===== config.mk =====
export PLATFORM = sky130hd
export DESIGN_NAME = mem_port_arbiter
export DESIGN_NICKNAME = d
export VERILOG_FILES = /design/src/rtl/mem_port_arbiter.sv
export SDC_FILE = /design/constraint.sdc
export NUM_CORES = 1
export LEC_CHECK = 0
export ABC_CLOCK_PERIOD_IN_PS = 1700
export BUFFER_PORTS_ARGS = -buffer_cell sky130_fd_sc_hd__buf_2
export CORE_MARGIN = 1
export CORE_UTILIZATION = 42
export CTS_CLUSTER_SIZE = 30
export DETAILED_ROUTE_END_ITERATION = 7
export PLACE_DENSITY_LB_ADDON = 0.3
export SETUP_SLACK_MARGIN = 0.2
export SYNTH_ARGS = -nofsm -noshare
export SYNTH_HDL_FRONTEND = slang
export SYNTH_SLANG_ARGS = --single-unit

===== constraint.sdc =====
create_clock -name clk -period 1.7 [get_ports clk]
set_input_delay 0.255 -clock clk [delete_from_list [all_inputs] [get_ports clk]]
set_output_delay 0.255 -clock clk [all_outputs]
set_load 0.02 [all_outputs]

===== src/rtl/mem_port_arbiter.sv =====
// Shares one single-ported, fixed-latency memory between instruction fetch
// and the data memory stage. One access is outstanding at a time. Fetch and
// data alternate when both are eligible.
module mem_port_arbiter #(
    parameter int MEM_LATENCY = 2,
    parameter int ADDR_W      = 16,
    parameter int DATA_W      = 16
) (
    input  logic              clk,
    input  logic              rst,
    // fetch side
    input  logic              if_req,
    input  logic [ADDR_W-1:0] if_addr,
    input  logic              if_cancel,
    input  logic              halt,
    output logic              if_done,
    output logic [DATA_W-1:0] if_rdata,
    output logic              if_stall,
    // data side
    input  logic              dm_req,
    input  logic              dm_wr,
    input  logic [ADDR_W-1:0] dm_addr,
    input  logic [DATA_W-1:0] dm_wdata,
    output logic              dm_done,
    output logic [DATA_W-1:0] dm_rdata,
    output logic              dm_stall,
    // memory side
    output logic              mem_en,
    output logic              mem_wr,
    output logic [ADDR_W-1:0] mem_addr,
    output logic [DATA_W-1:0] mem_wdata,
    input  logic [DATA_W-1:0] mem_rdata
);

    localparam logic [1:0] S_IDLE = 2'd0;
    localparam logic [1:0] S_BUSY = 2'd1;
    localparam logic [1:0] S_RESP = 2'd2;

    // Owner / last_grant encoding: 0 = data, 1 = fetch
    localparam logic OWN_DATA  = 1'b0;
    localparam logic OWN_FETCH = 1'b1;

    localparam int              CNT_W    = 4;
    localparam logic [CNT_W-1:0] CNT_INIT = CNT_W'(MEM_LATENCY - 1);

    logic [1:0]       state;
    logic [CNT_W-1:0] cnt;
    logic             owner;
    logic             last_grant;
    logic             squash;

    logic if_elig, dm_elig, grant_if, grant_dm;

    // Eligibility and alternating tie-break between the two requesters
    always_comb begin
        if_elig  = if_req & ~halt & ~if_cancel;
        dm_elig  = dm_req;
        grant_if = if_elig & (~dm_elig | (last_grant == OWN_DATA));
        grant_dm = dm_elig & ~grant_if;
    end

    // Stalls follow the request until the matching done pulse
    always_comb begin
        if_stall = if_req & ~if_done;
        dm_stall = dm_req & ~dm_done;
    end

    // Access sequencer: grant in IDLE, count down latency in BUSY, respond in RESP
    always_ff @(posedge clk or negedge rst) begin
        if (!rst) begin
            state      <= S_IDLE;
            cnt        <= '0;
            owner      <= OWN_DATA;
            last_grant <= OWN_DATA;
            squash     <= 1'b0;
            mem_en     <= 1'b0;
            mem_wr     <= 1'b0;
            mem_addr   <= '0;
            mem_wdata  <= '0;
        end else begin
            mem_en <= 1'b0;
            case (state)
                S_IDLE: begin
                    if (grant_if || grant_dm) begin
                        owner      <= grant_if;
                        last_grant <= grant_if;
                        mem_en     <= 1'b1;
                        mem_addr   <= grant_if ? if_addr : dm_addr;
                        mem_wr     <= grant_dm & dm_wr;
                        mem_wdata  <= grant_dm ? dm_wdata : '0;
                        cnt        <= CNT_INIT;
                        state      <= S_BUSY;
                    end
                end
                S_BUSY: begin
                    // A redirect while the fetch is in flight discards its result
                    if (owner == OWN_FETCH && if_cancel)
                        squash <= 1'b1;
                    if (cnt != '0)
                        cnt <= cnt - 1'b1;
                    else
                        state <= S_RESP;
                end
                S_RESP: begin
                    squash <= 1'b0;
                    state  <= S_IDLE;
                end
                default: state <= S_IDLE;
            endcase
        end
    end

    // Response registers: capture read data and pulse the owner's done
    always_ff @(posedge clk or negedge rst) begin
        if (!rst) begin
            if_done  <= 1'b0;
            dm_done  <= 1'b0;
            if_rdata <= '0;
            dm_rdata <= '0;
        end else begin
            if_done <= 1'b0;
            dm_done <= 1'b0;
            if (state == S_BUSY && cnt == '0) begin
                if (owner == OWN_FETCH) begin
                    if (!squash) begin
                        if_done  <= 1'b1;
                        if_rdata <= mem_rdata;
                    end
                end else begin
                    dm_done <= 1'b1;
                    // mem_wr still holds the owner's direction until the next grant
                    if (!mem_wr)
                        dm_rdata <= mem_rdata;
                end
            end
        end
    end

endmodule


* After elaboration in Yosys (flattened, before gate mapping)
Cells that the tools add are included.
** Word-level totals
- Register bits after elaboration :: 76
- Input bits :: 71
- Output and inout port bits :: 70
** Operators by class
- Add/sub/neg operators :: 1
- Eq/ne operators :: 6
- Mux-type cells :: 17
- Bitwise operators :: 17
- Reductions and logical operators :: 14
** Operators with widths (number)
- $mux 16 :: 2
- $not 1->1 :: 9
- $reduce_and 3->1 :: 3
- $mux 1 :: 8
- $mux 4 :: 2
- $ne 2x2->1 const B :: 4
- $pmux 4 s2 :: 1
- $and 1x1->1 :: 7
- $reduce_and 2->1 :: 3
- $logic_not 4->1 :: 1
- $mux 2 :: 2
- $pmux 2 s2 :: 1
- $reduce_bool 2->1 :: 2
- $reduce_bool 4->1 :: 1
- $sub 4x1->4 const B :: 1
- $eq 2x1->1 const B :: 1
- $eq 2x2->1 const B :: 1
- $logic_and 1x1->1 :: 2
- $logic_not 2->1 :: 1
- $pmux 1 s2 :: 1
- $logic_or 1x1->1 :: 1
- $or 1x1->1 :: 1

* Logic depth before layout (Yosys ltp)
Gate-level depths: netlist of run 1.
- Depth in word-level cells :: 9
- Gate-level depth with buffers :: 7

* Worst setup path after synthesis of run 1
OpenSTA, ideal clock, no wires.
- Path kind :: reg-to-reg
- Start :: reg cnt[0]
- End :: reg dm_rdata[0]
- Library setup time :: 0.125 ns
- Arrival time :: 1.766 ns
- Setup slack :: -0.191 ns
- Cell stages (with the launch flop) :: 8
- Buffers on the path :: 1
- Path through :: dfrtp_1 inv_1 ha_1 nor3b_4 nand2_1 nor3_4 buf_6 mux2_2
** On the way
- Longest elaborated chain between the ends :: 3
** RTL lines
- start, declared :: line 47 : logic [CNT_W-1:0] cnt;
- start signal, assigned :: line 100 : cnt <= cnt - 1'b1;
- $logic_not 4->1 :: line 123 : if (state == S_BUSY && cnt == '0) begin
- $logic_and 1x1->1 :: line 123
- $reduce_and 3->1 (no source line)
- end signal, assigned :: line 133 : dm_rdata <= mem_rdata;
- end, declared :: line 25 : output logic [DATA_W-1:0] dm_rdata,
No other way between the ends.
A chain may end at the register's enable or synchronous reset.

* Worst setup path in the final report of run 1
- Start :: reg cnt[1]
- End :: reg dm_rdata[8]
Same word-level chain as after synthesis.

==> out/metrics.yaml, run 1 <==
status: "finished with violations"
failed_checks: "setup timing"
initial_core_util_pct: 44.0
first_iter_violations: 83
min-delay-path-class: "primary input to register"
layout-drive-gt1-share_pct: 63.6
chipWidth_um: 87.1
wl_met2_mm: 4.19
critPathKind: "register to register"
ant_nets: 0
dp_hpwl_mm: 5.19
place.gp.congestion: 0.764
place_ws_ps: -111
switchingPower_mw: 3.52
cp_slowest_cell: "dfrtp_1"
rows: 30
dieArea_um2: 7580
synth_top_cell_area_share_pct: 62.6
n_antenna_cell: 0
regArea_um2: 1900
grt_max_degree: 33
drc: 0
fmax_mhz: 575
path_clk_slew_ps: 80
p_total_mw: 9.22
fin_ws_ps: -39.5
finalNetCount: 457
synth.largest_area_cell: "dfrtp_1"
grt_pass1_vias: 2527
cts_tree: "built"
worst_slew_pin_slew_ps: 398
ys_seq_area_share_pct: 62.6
drt-total-wl_mm: 8.06
skew_ps: 7.13
setup_viol: 16
ys.flop_type: "dfrtp_1"
cts_sinks: 76
p_comb_share_pct: 49.3
track_usage_pct: 21.1
crit_path_end_kind: "register"
core_area_um2: 6910
grt_overflow: 0
critPathLaunchType: "register"
synthesis.area_um2: 3040
power_density_nw_per_um2: 2050
cts_inserted_buffers: 9
slew_headroom_pct: 73.4
finalHoldViolCount: 0
pin_count: 141
rsz0062_at_grt: "yes"
peakVddDrop_uv: 1090
ys_seq_elements: 76
drt-met1-wl_mm: 3.38
syn_avg_cell_area_um2: 14.1
htree_num_levels: 3
cp_cell_sequence: "inv_2 -> ha_4 -> nor3b_4 -> nand2_2 -> nor3_4 -> buf_12 -> mux2_2"
syn_nets: 287
highest_layer: "met4"
async_reset_ff_share_pct: 100
internal_power_mw: 5.70
clock_latency_ps: 340
viasPerCell: 5.01
syn_to_final_growth_pct: 47.9
drv_cap: 0
dr.pass1.iters: 4
critical_path_required_ps: 1930
sequentialPowerShare_pct: 34.0
via_count: 2435
root_buffer: "clkbuf_8"
fin_crit_ps: 1740
sw_frac_of_total_pct: 38.2
post-route-util_pct: 65.1
multiInputGateArea_um2: 1270
place_area_um2: 3990
finalInstanceArea_um2: 4490
yosys-top-cells-area: "dfrtp_1, mux2_2, o221a_2"
wl_met3_um: 391
crit_arrival_ps: 1970
critPathMaxFanout: 16
fin_crit_sh_pct: 102
p_leak_nw: 2.25
cts_buffer_depth: 2
antenna_found_initial: 0
clkPwrFrac_pct: 16.7
die_h_um: 87.1
max_stage_delay_ps: 400
drt-wirelength-per-cell_um: 16.6
slew_violations: 0
yosys_warnings: 0
synth_cells: 215
yosysUniqueCellTypes: 30
fillers: 557
io_buffer_count: 140
grt_first_pass_wirelength_mm: 12.1
synth_edf_count: 0
metal layers:
| metal | up-vias | global-route usage [%] |
|---|---|---|
| met4 | 0 | 7.58 |
| met2 | 73 | 36.4 |
| met1 | 1231 | 25.9 |
| met5 | - | 0 |
| met3 | 9 | 5.02 |
| li1 | 1122 | - |
logic make-up (layout without fill, tap and decap cells):
kind of cell | after synthesis | in the layout | share of synthesized area [%]
buffers and inverters | 16 | 189 | 2.51
flip-flops | 76 | 76 | 62.6
AO/OA/AOI/OAI | 43 | 44 | 13.0
multiplexers | 33 | 33 | 12.2
AND/OR/NAND/NOR | 46 | 47 | 9.30
adder cells (fa/ha/maj) | 1 | 1 | 0.412
repair_timing:
action                                  4_1_cts  5_1_grt
setup buffers                                 6        3
cloned                                        1        1
gates resized for setup                      26       14
hold buffers                                  1        0
pin swaps                                     2       12
endpoints found under the setup margin       69       52
hold endpoints to repair                     25        0
critical path, delay by kind of cell, from the launching register on:
kind                       cells  cell delay (ps)
adders and majority gates      1              130
buffers and inverters          2              260
DFF                            1              400
muxes                          1              350
and+or+nand+nor                3              490
stage by stage:
step	TNS [ps]	cells	hold slack, ps
floorplan	-1990	215	-40.6
global placement	-982	458	191
detailed placement	-3190	458	195
CTS	-445	482	115
global route	-1800	486	117
finish	-366	486	121
power groups by stage:
stage	Sequential, mW	Clock (mW)	Combinational, mW
2_1_floorplan	4.05	0	1.62
3_3_place_gp	3.09	0	3.90
3_5_place_dp	3.12	0	3.98
4_1_cts	3.12	1.57	4.32
5_1_grt	3.24	1.65	4.85
6_report	3.13	1.54	4.55
area by class of cell:
type | count | area share (%)
Clock buffer | 10 | 3.06
Timing Repair Buffer | 167 | 21.2
Tap cell | 96 | 2.67
Inverter | 6 | 0.501
Multi-Input combinational cell | 125 | 28.3
Sequential cell | 76 | 42.3
Clock inverter | 6 | 1.92
synth_stat cells, types with 2 or more instances:
library cell and count:
nand2b_1 17, o221a_2 16, nand3_1 2, buf_2 6, nor2_1 7, inv_1 6
mux2_2 32, or3_1 2, a22o_1 17, nand2_1 7, nor2b_1 3, o21ai_0 6
clkbuf_1 2, dfrtp_1 76
path summary, 6_finish.rpt:
kind / start / to / slack [ps] / cells past startpoint
worst max-delay path: cnt[1]$_DFFE_PN0P_ / dm_rdata[8]$_DFFE_PN0P_ / -40 / 7
worst min-delay path: dm_wdata[10] / mem_wdata[10]$_DFFE_PN0P_ / 120 / 2
worst max register to register: cnt[1]$_DFFE_PN0P_ / dm_rdata[8]$_DFFE_PN0P_ / -40 / 7
worst min register to register: dm_rdata[3]$_DFFE_PN0P_ / dm_rdata[3]$_DFFE_PN0P_ / 500 / 1
max in group asynchronous: rst / mem_addr[3]$_DFFE_PN0P_ / 740 / 3
min in group asynchronous: rst / if_rdata[13]$_DFFE_PN0P_ / 360 / 2
registers in the layout, indices dropped and copies added (netlist names):
| register | count |
|---|---|
| cnt | 4 |
| if_done | 1 |
| dm_done | 1 |
| squash | 1 |
| mem_addr | 16 |
| mem_wdata | 16 |
| mem_wr | 1 |
| if_rdata | 16 |
| mem_en | 1 |
| last_grant | 1 |
| dm_rdata | 16 |
| state | 2 |
layout by cell type, fill, tap and decap left out, types with 3 or more instances in the layout:
cell      instances
o221a_2           8
nand2b_1         16
clkbuf_8         10
buf_2           139
o21ai_0           4
o221a_4           8
inv_1             4
nand2_2           3
nor2_1            5
nor2b_1           3
mux2_4           11
a22o_1           17
nand2_1           4
buf_4            22
dfrtp_1          76
buf_12            3
mux2_2           21
Power figures use the tool's default switching activity.
==> run 2: changes to the inputs <==
Settings changed: CORE_ASPECT_RATIO from default to 0.8.
==> run 2 against run 1 <==
Effect of this change: critical endpoint is now dm_rdata[12]$_DFFE_PN0P_; highest routed layer unchanged; clock power about the same; sequential share of layout area decreased by 0.62 points; total power increased by 1.1%; final area increased by 1.5%; first-iteration DRC count decreased by 3.6%; worst setup slack got worse by 54 ps; clock skew increased by 2.3 ps; non-clock buffer count increased by 6; the flow still finishes with violations (setup timing); die area about the same.
==> out/metrics.yaml, run 2 (synthesized netlist as in run 1, its figures left out) <==
core_area_um2: 6930  # +0.27%
antenna_found_initial: 0  # unchanged
highest_layer: "met4"
critPathKind: "register to register"
cts_sinks: 76  # unchanged
chipWidth_um: 97.1  # +12%
power_density_nw_per_um2: 2040  # -0.34%
via_count: 2446  # +0.45%
wl_met3_um: 489  # +25%
critical_path_required_ps: 1930  # about the same
crit_arrival_ps: 2030  # +60 ps
path_clk_slew_ps: 80  # about the same
clock_latency_ps: 350  # about the same
grt_pass1_vias: 2521  # -0.24%
first_iter_violations: 80  # -3.6%
slew_headroom_pct: 68.2  # -5.2 points
failed_checks: "setup timing"
cts_tree: "built"
drt-wirelength-per-cell_um: 16.5  # -0.69%
drv_cap: 0  # unchanged
dp.cells: 448  # -2.2%
place_ws_ps: -114  # -2.61 ps
n_antenna_cell: 0  # unchanged
critPathLaunchType: "register"
htree_num_levels: 3  # unchanged
cts_inserted_buffers: 9  # unchanged
io_buffer_count: 140  # unchanged
pin_count: 141  # unchanged
fin_crit_ps: 1790  # +54.1 ps
dp_hpwl_mm: 5.07  # -2.3%
fin_ws_ps: -93.6  # -54.1 ps
cp_cell_sequence: "inv_2 -> ha_4 -> nor3b_4 -> nand2_2 -> nor3_4 -> buf_6 -> buf_12 -> mux2_2"
fmax_mhz: 558  # -3.0%
grt_overflow: 0  # unchanged
final_common_cell: "buf_2"
whs_ps: 120  # -1.33 ps
track_usage_pct: 20.9  # -0.25 points
status: "finished with violations"
critPathMaxFanout: 8  # -8
place.gp.congestion: 0.757  # -0.92%
wl_met2_mm: 4.01  # -4.4%
dieArea_um2: 7580  # about the same
rsz0062_at_grt: "yes"
slew_violations: 0  # unchanged
setup_viol: 34  # +18
cts_buffer_depth: 2  # unchanged
cp_slowest_cell: "dfrtp_1"
dr.pass1.iters: 4  # unchanged
r2r_slack_ps: -90  # -50 ps
post-route-util_pct: 65.9  # +0.78 points
grt_first_pass_wirelength_mm: 12.1  # +0.29%
drt-total-wl_mm: 7.96  # -1.3%
layout_common_cells: "buf_2, dfrtp_1, buf_4"
ant_nets: 0  # unchanged
initial_core_util_pct: 43.9  # -0.12 points
peakVddDrop_uv: 1150  # +5.3%
max_stage_delay_ps: 390  # about the same
min-delay-path-class: "primary input to register"
drt-met1-wl_mm: 3.31  # -2.1%
crit_path_end_kind: "register"
die_h_um: 78.1  # -10%
rows: 27  # -10%
layout-drive-gt1-share_pct: 64.6  # +1.1 points
syn_to_final_growth_pct: 50.1
skew_ps: 9.42  # +2.29 ps
finalNetCount: 463  # +1.3%
worst_slew_pin_slew_ps: 476  # +77.9 ps
grt_max_degree: 34  # +3.0%
viasPerCell: 5.06  # +1.1%
finalHoldViolCount: 0  # unchanged
drc: 0  # unchanged
fin_crit_sh_pct: 106  # +3.2 points
root_buffer: "clkbuf_8"
p_leak_nw: 2.31  # +2.5%
p_total_mw: 9.32  # +1.1%
layoutNonFillerInstCount: 483  # -0.62%
## run 2: cell count changes in the layout (fill, tap and decap cells not counted), moves of 3 or more
cell,previous run,this run
buf_6,2,7
buf_4,22,19
mux2_2,21,16
o221a_4,8,0
o221a_2,8,16
mux2_4,11,16
## run 2: final timing paths
path                                           from                        end  cells after the start
max                              cnt[1]$_DFFE_PN0P_   dm_rdata[12]$_DFFE_PN0P_                      8
min                                    dm_wdata[12]  mem_wdata[12]$_DFFE_PN0P_                      2
max reg2reg                      cnt[1]$_DFFE_PN0P_   dm_rdata[12]$_DFFE_PN0P_                      8
min reg2reg                mem_wdata[1]$_DFFE_PN0P_   mem_wdata[1]$_DFFE_PN0P_                      1
max in group asynchronous                       rst   mem_wdata[8]$_DFFE_PN0P_                      3
min in group asynchronous                       rst   mem_addr[15]$_DFFE_PN0P_                      2
## run 2: where the power goes
group	switching [mW]	internal, mW
logic	2.40	2.27
registers	0.459	2.65
clock network	0.666	0.866
total	3.52	5.80
## run 2: layer usage
metal / global-route usage (%) / up-vias
met5: 0 / -
met2: 34.2 / 80
met1: 24.7 / 1207
li1: - / 1144
met3: 7.48 / 15
met4: 10.0 / 0
## run 2: worst max-delay path: cells and delay by family (launching register included)
kind                       cells  cell delay, ps
and+or+nand+nor                3             480
DFF                            1             390
buffers and inverters          3             340
muxes                          1             330
adders and majority gates      1             130
## run 2: what timing repair did
item	CTS	global route
setup endpoints to repair	69	71
setup buffers	8	5
hold buffers	1	0
gates resized for setup	32	14
cloned	3	2
pin swaps	5	4
hold endpoints to repair	28	0
## run 2: final cells by class
cell class / count / area (um^2)
Clock buffer: 10 / 138
Sequential cell: 76 / 1900
Inverter: 6 / 22.5
Fill cell: 522 / 2360
Timing Repair Buffer: 173 / 1090
Tap cell: 87 / 109
Multi-Input combinational cell: 125 / 1210
Clock inverter: 6 / 87.6
## run 2: stage by stage
| stage | TNS, ps | instance area [um^2] |
|---|---|---|
| 2_1_floorplan | -1990 | 3060 |
| 3_3_place_gp | -890 | 3980 |
| 3_5_place_dp | -2490 | 3980 |
| 4_1_cts | -1460 | 4470 |
| 5_1_grt | -5450 | 4560 |
| 6_report | -2060 | 4560 |
==> run 3: changes to the inputs <==
Settings changed: MAX_ROUTING_LAYER from default to met4.
==> run 3 against run 2 <==
Effect of this change: the run still ends with setup timing left; combinational power hardly changed; core utilization did not move; largest cell class unchanged; worst setup slack gained 0.66 ps.
==> out/metrics.yaml, run 3 (synthesized netlist as in run 1, its figures left out) <==
crit_path_end_kind: "register"
cp_cell_sequence: "inv_2 -> ha_4 -> nor3b_4 -> nand2_2 -> nor3_4 -> buf_6 -> buf_12 -> mux2_2"
layout-drive-gt1-share_pct: 64.6  # unchanged
io_buffer_count: 140  # unchanged
final_common_cell: "buf_2"
grt_pass1_vias: 2521  # unchanged
critPathKind: "register to register"
rows: 27  # unchanged
slew_headroom_pct: 68.2  # about the same
r2r_slack_ps: -90  # about the same
rr_endpoint: "dm_rdata[12]$_DFFE_PN0P_"
grt_first_pass_wirelength_mm: 12.1  # -0.23%
chipWidth_um: 97.1  # unchanged
cts_tree: "built"
path_clk_slew_ps: 80  # about the same
p_total_mw: 9.32  # about the same
whs_ps: 119  # -1.01 ps
peakVddDrop_uv: 1150  # about the same
hold_depth: 2  # unchanged
setup_viol: 34  # unchanged
clock_latency_ps: 350  # about the same
antenna_found_initial: 0  # unchanged
core_area_um2: 6930  # unchanged
rsz0062_at_grt: "yes"
initial_core_util_pct: 43.9  # unchanged
post-route-util_pct: 65.9  # unchanged
cts_sinks: 76  # unchanged
path_delay_family: "simple AND/OR/NAND/NOR gates"
finalInstanceArea_um2: 4560  # unchanged
drc: 0  # unchanged
reg2reg_from: "cnt[1]$_DFFE_PN0P_"
dp.cells: 448  # unchanged
place_ws_ps: -114  # unchanged
fin_ws_ps: -92.9  # +0.661 ps
slew_violations: 0  # unchanged
fin_crit_sh_pct: 105  # about the same
dp_hpwl_mm: 5.07  # unchanged
place_area_um2: 3980  # unchanged
min-delay-path-class: "primary input to register"
fmax_mhz: 558  # about the same
status: "finished with violations"
crit_arrival_ps: 2030  # about the same
skew_ps: 9.90  # +0.474 ps
syn_to_final_growth_pct: 50.1  # unchanged
ant_nets: 0  # unchanged
viasPerCell: 5.11  # +0.98%
p_leak_nw: 2.31  # unchanged
failed_checks: "setup timing"
place.gp.congestion: 0.767  # +1.3%
holdPathEnd: "mem_wdata[12]$_DFFE_PN0P_"
critPathLaunchType: "register"
drv_cap: 0  # unchanged
die_h_um: 78.1  # unchanged
layoutNonFillerInstCount: 483  # unchanged
critical_path_required_ps: 1930  # about the same
grt_max_degree: 34  # unchanged
cts_buffer_depth: 2  # unchanged
root_buffer: "clkbuf_8"
finalHoldViolCount: 0  # unchanged
htree_num_levels: 3  # unchanged
max_stage_delay_ps: 390  # about the same
critPathMaxFanout: 8  # unchanged
dr.pass1.iters: 4  # unchanged
grt_overflow: 0  # unchanged
first_iter_violations: 81  # +1.3%
power_density_nw_per_um2: 2040  # about the same
tns_ps: -2100  # -41.9 ps
worst_slew_pin_slew_ps: 476  # -0.180 ps
n_antenna_cell: 0  # unchanged
fin_crit_ps: 1790  # -0.661 ps
via_count: 2470  # +0.98%
drt-total-wl_mm: 7.96  # +0.11%
cts_inserted_buffers: 9  # unchanged
cp_slowest_cell: "dfrtp_1"
worstPathBufferInverterCount: 3  # unchanged
hold_start: "dm_wdata[12]"
finalNetCount: 463  # unchanged
ff2ff_path_depth: 8  # unchanged
dieArea_um2: 7580  # unchanged
track_usage_pct: 21.5  # +0.63 points
pin_count: 141  # unchanged
drt-wirelength-per-cell_um: 16.5  # +0.11%
layout_common_cells: "buf_2, dfrtp_1, buf_4"
==> run 3: cell counts in the layout (fill, tap and decap cells not counted) <==
No cell type changed its count.
==> run 3: worst max path at each step <==
stage	start	end	cells after the start
2_1_floorplan	cnt[0]$_DFFE_PN0P_	dm_rdata[0]$_DFFE_PN0P_	7
3_3_place_gp	cnt[1]$_DFFE_PN0P_	dm_rdata[12]$_DFFE_PN0P_	7
3_5_place_dp	cnt[0]$_DFFE_PN0P_	dm_rdata[8]$_DFFE_PN0P_	7
4_1_cts	cnt[0]$_DFFE_PN0P_	dm_rdata[12]$_DFFE_PN0P_	8
5_1_grt	cnt[1]$_DFFE_PN0P_	dm_rdata[15]$_DFFE_PN0P_	8
6_report	cnt[1]$_DFFE_PN0P_	dm_rdata[12]$_DFFE_PN0P_	8
==> run 3: power breakdown <==
| group | leakage, nW | internal [mW] | switching, mW |
|---|---|---|---|
| Sequential | 0.907 | 2.65 | 0.458 |
| Clock | 0.116 | 0.866 | 0.663 |
| Combinational | 1.29 | 2.27 | 2.40 |
==> run 3: layer usage <==
metal  track usage, %  routed length, um  vias to the layer above
li1                 -                  -                     1143
met1             25.5               3300                     1225
met2             33.9               4050                       87
met3             6.77                475                       15
met4             10.0                144                        0
met5                -                  0                        -
==> run 3: timing repair <==
item | CTS | global route
endpoints found under the hold margin | 28 | 0
gates cloned | 3 | 2
hold buffers | 1 | 0
pin swaps | 5 | 4
endpoints found under the setup margin | 69 | 71
setup buffers | 8 | 5
gates resized for setup | 32 | 14
==> run 3: worst reg2reg max path: stages, from the launching register on <==
cell	delay (ps)
dfrtp_1	390
inv_2	90
ha_4	130
nor3b_4	210
nand2_2	100
nor3_4	170
buf_6	130
buf_12	120
mux2_2	330
==> run 3: cell type report <==
| class | count | area, um^2 |
|---|---|---|
| inverters | 6 | 22.5 |
| multi-input cells | 125 | 1210 |
| flip-flops and latches | 76 | 1900 |
| well taps | 87 | 109 |
| clock inverters | 6 | 87.6 |
| clock buffers | 10 | 138 |
| fillers | 522 | 2360 |
| repair buffers | 173 | 1090 |
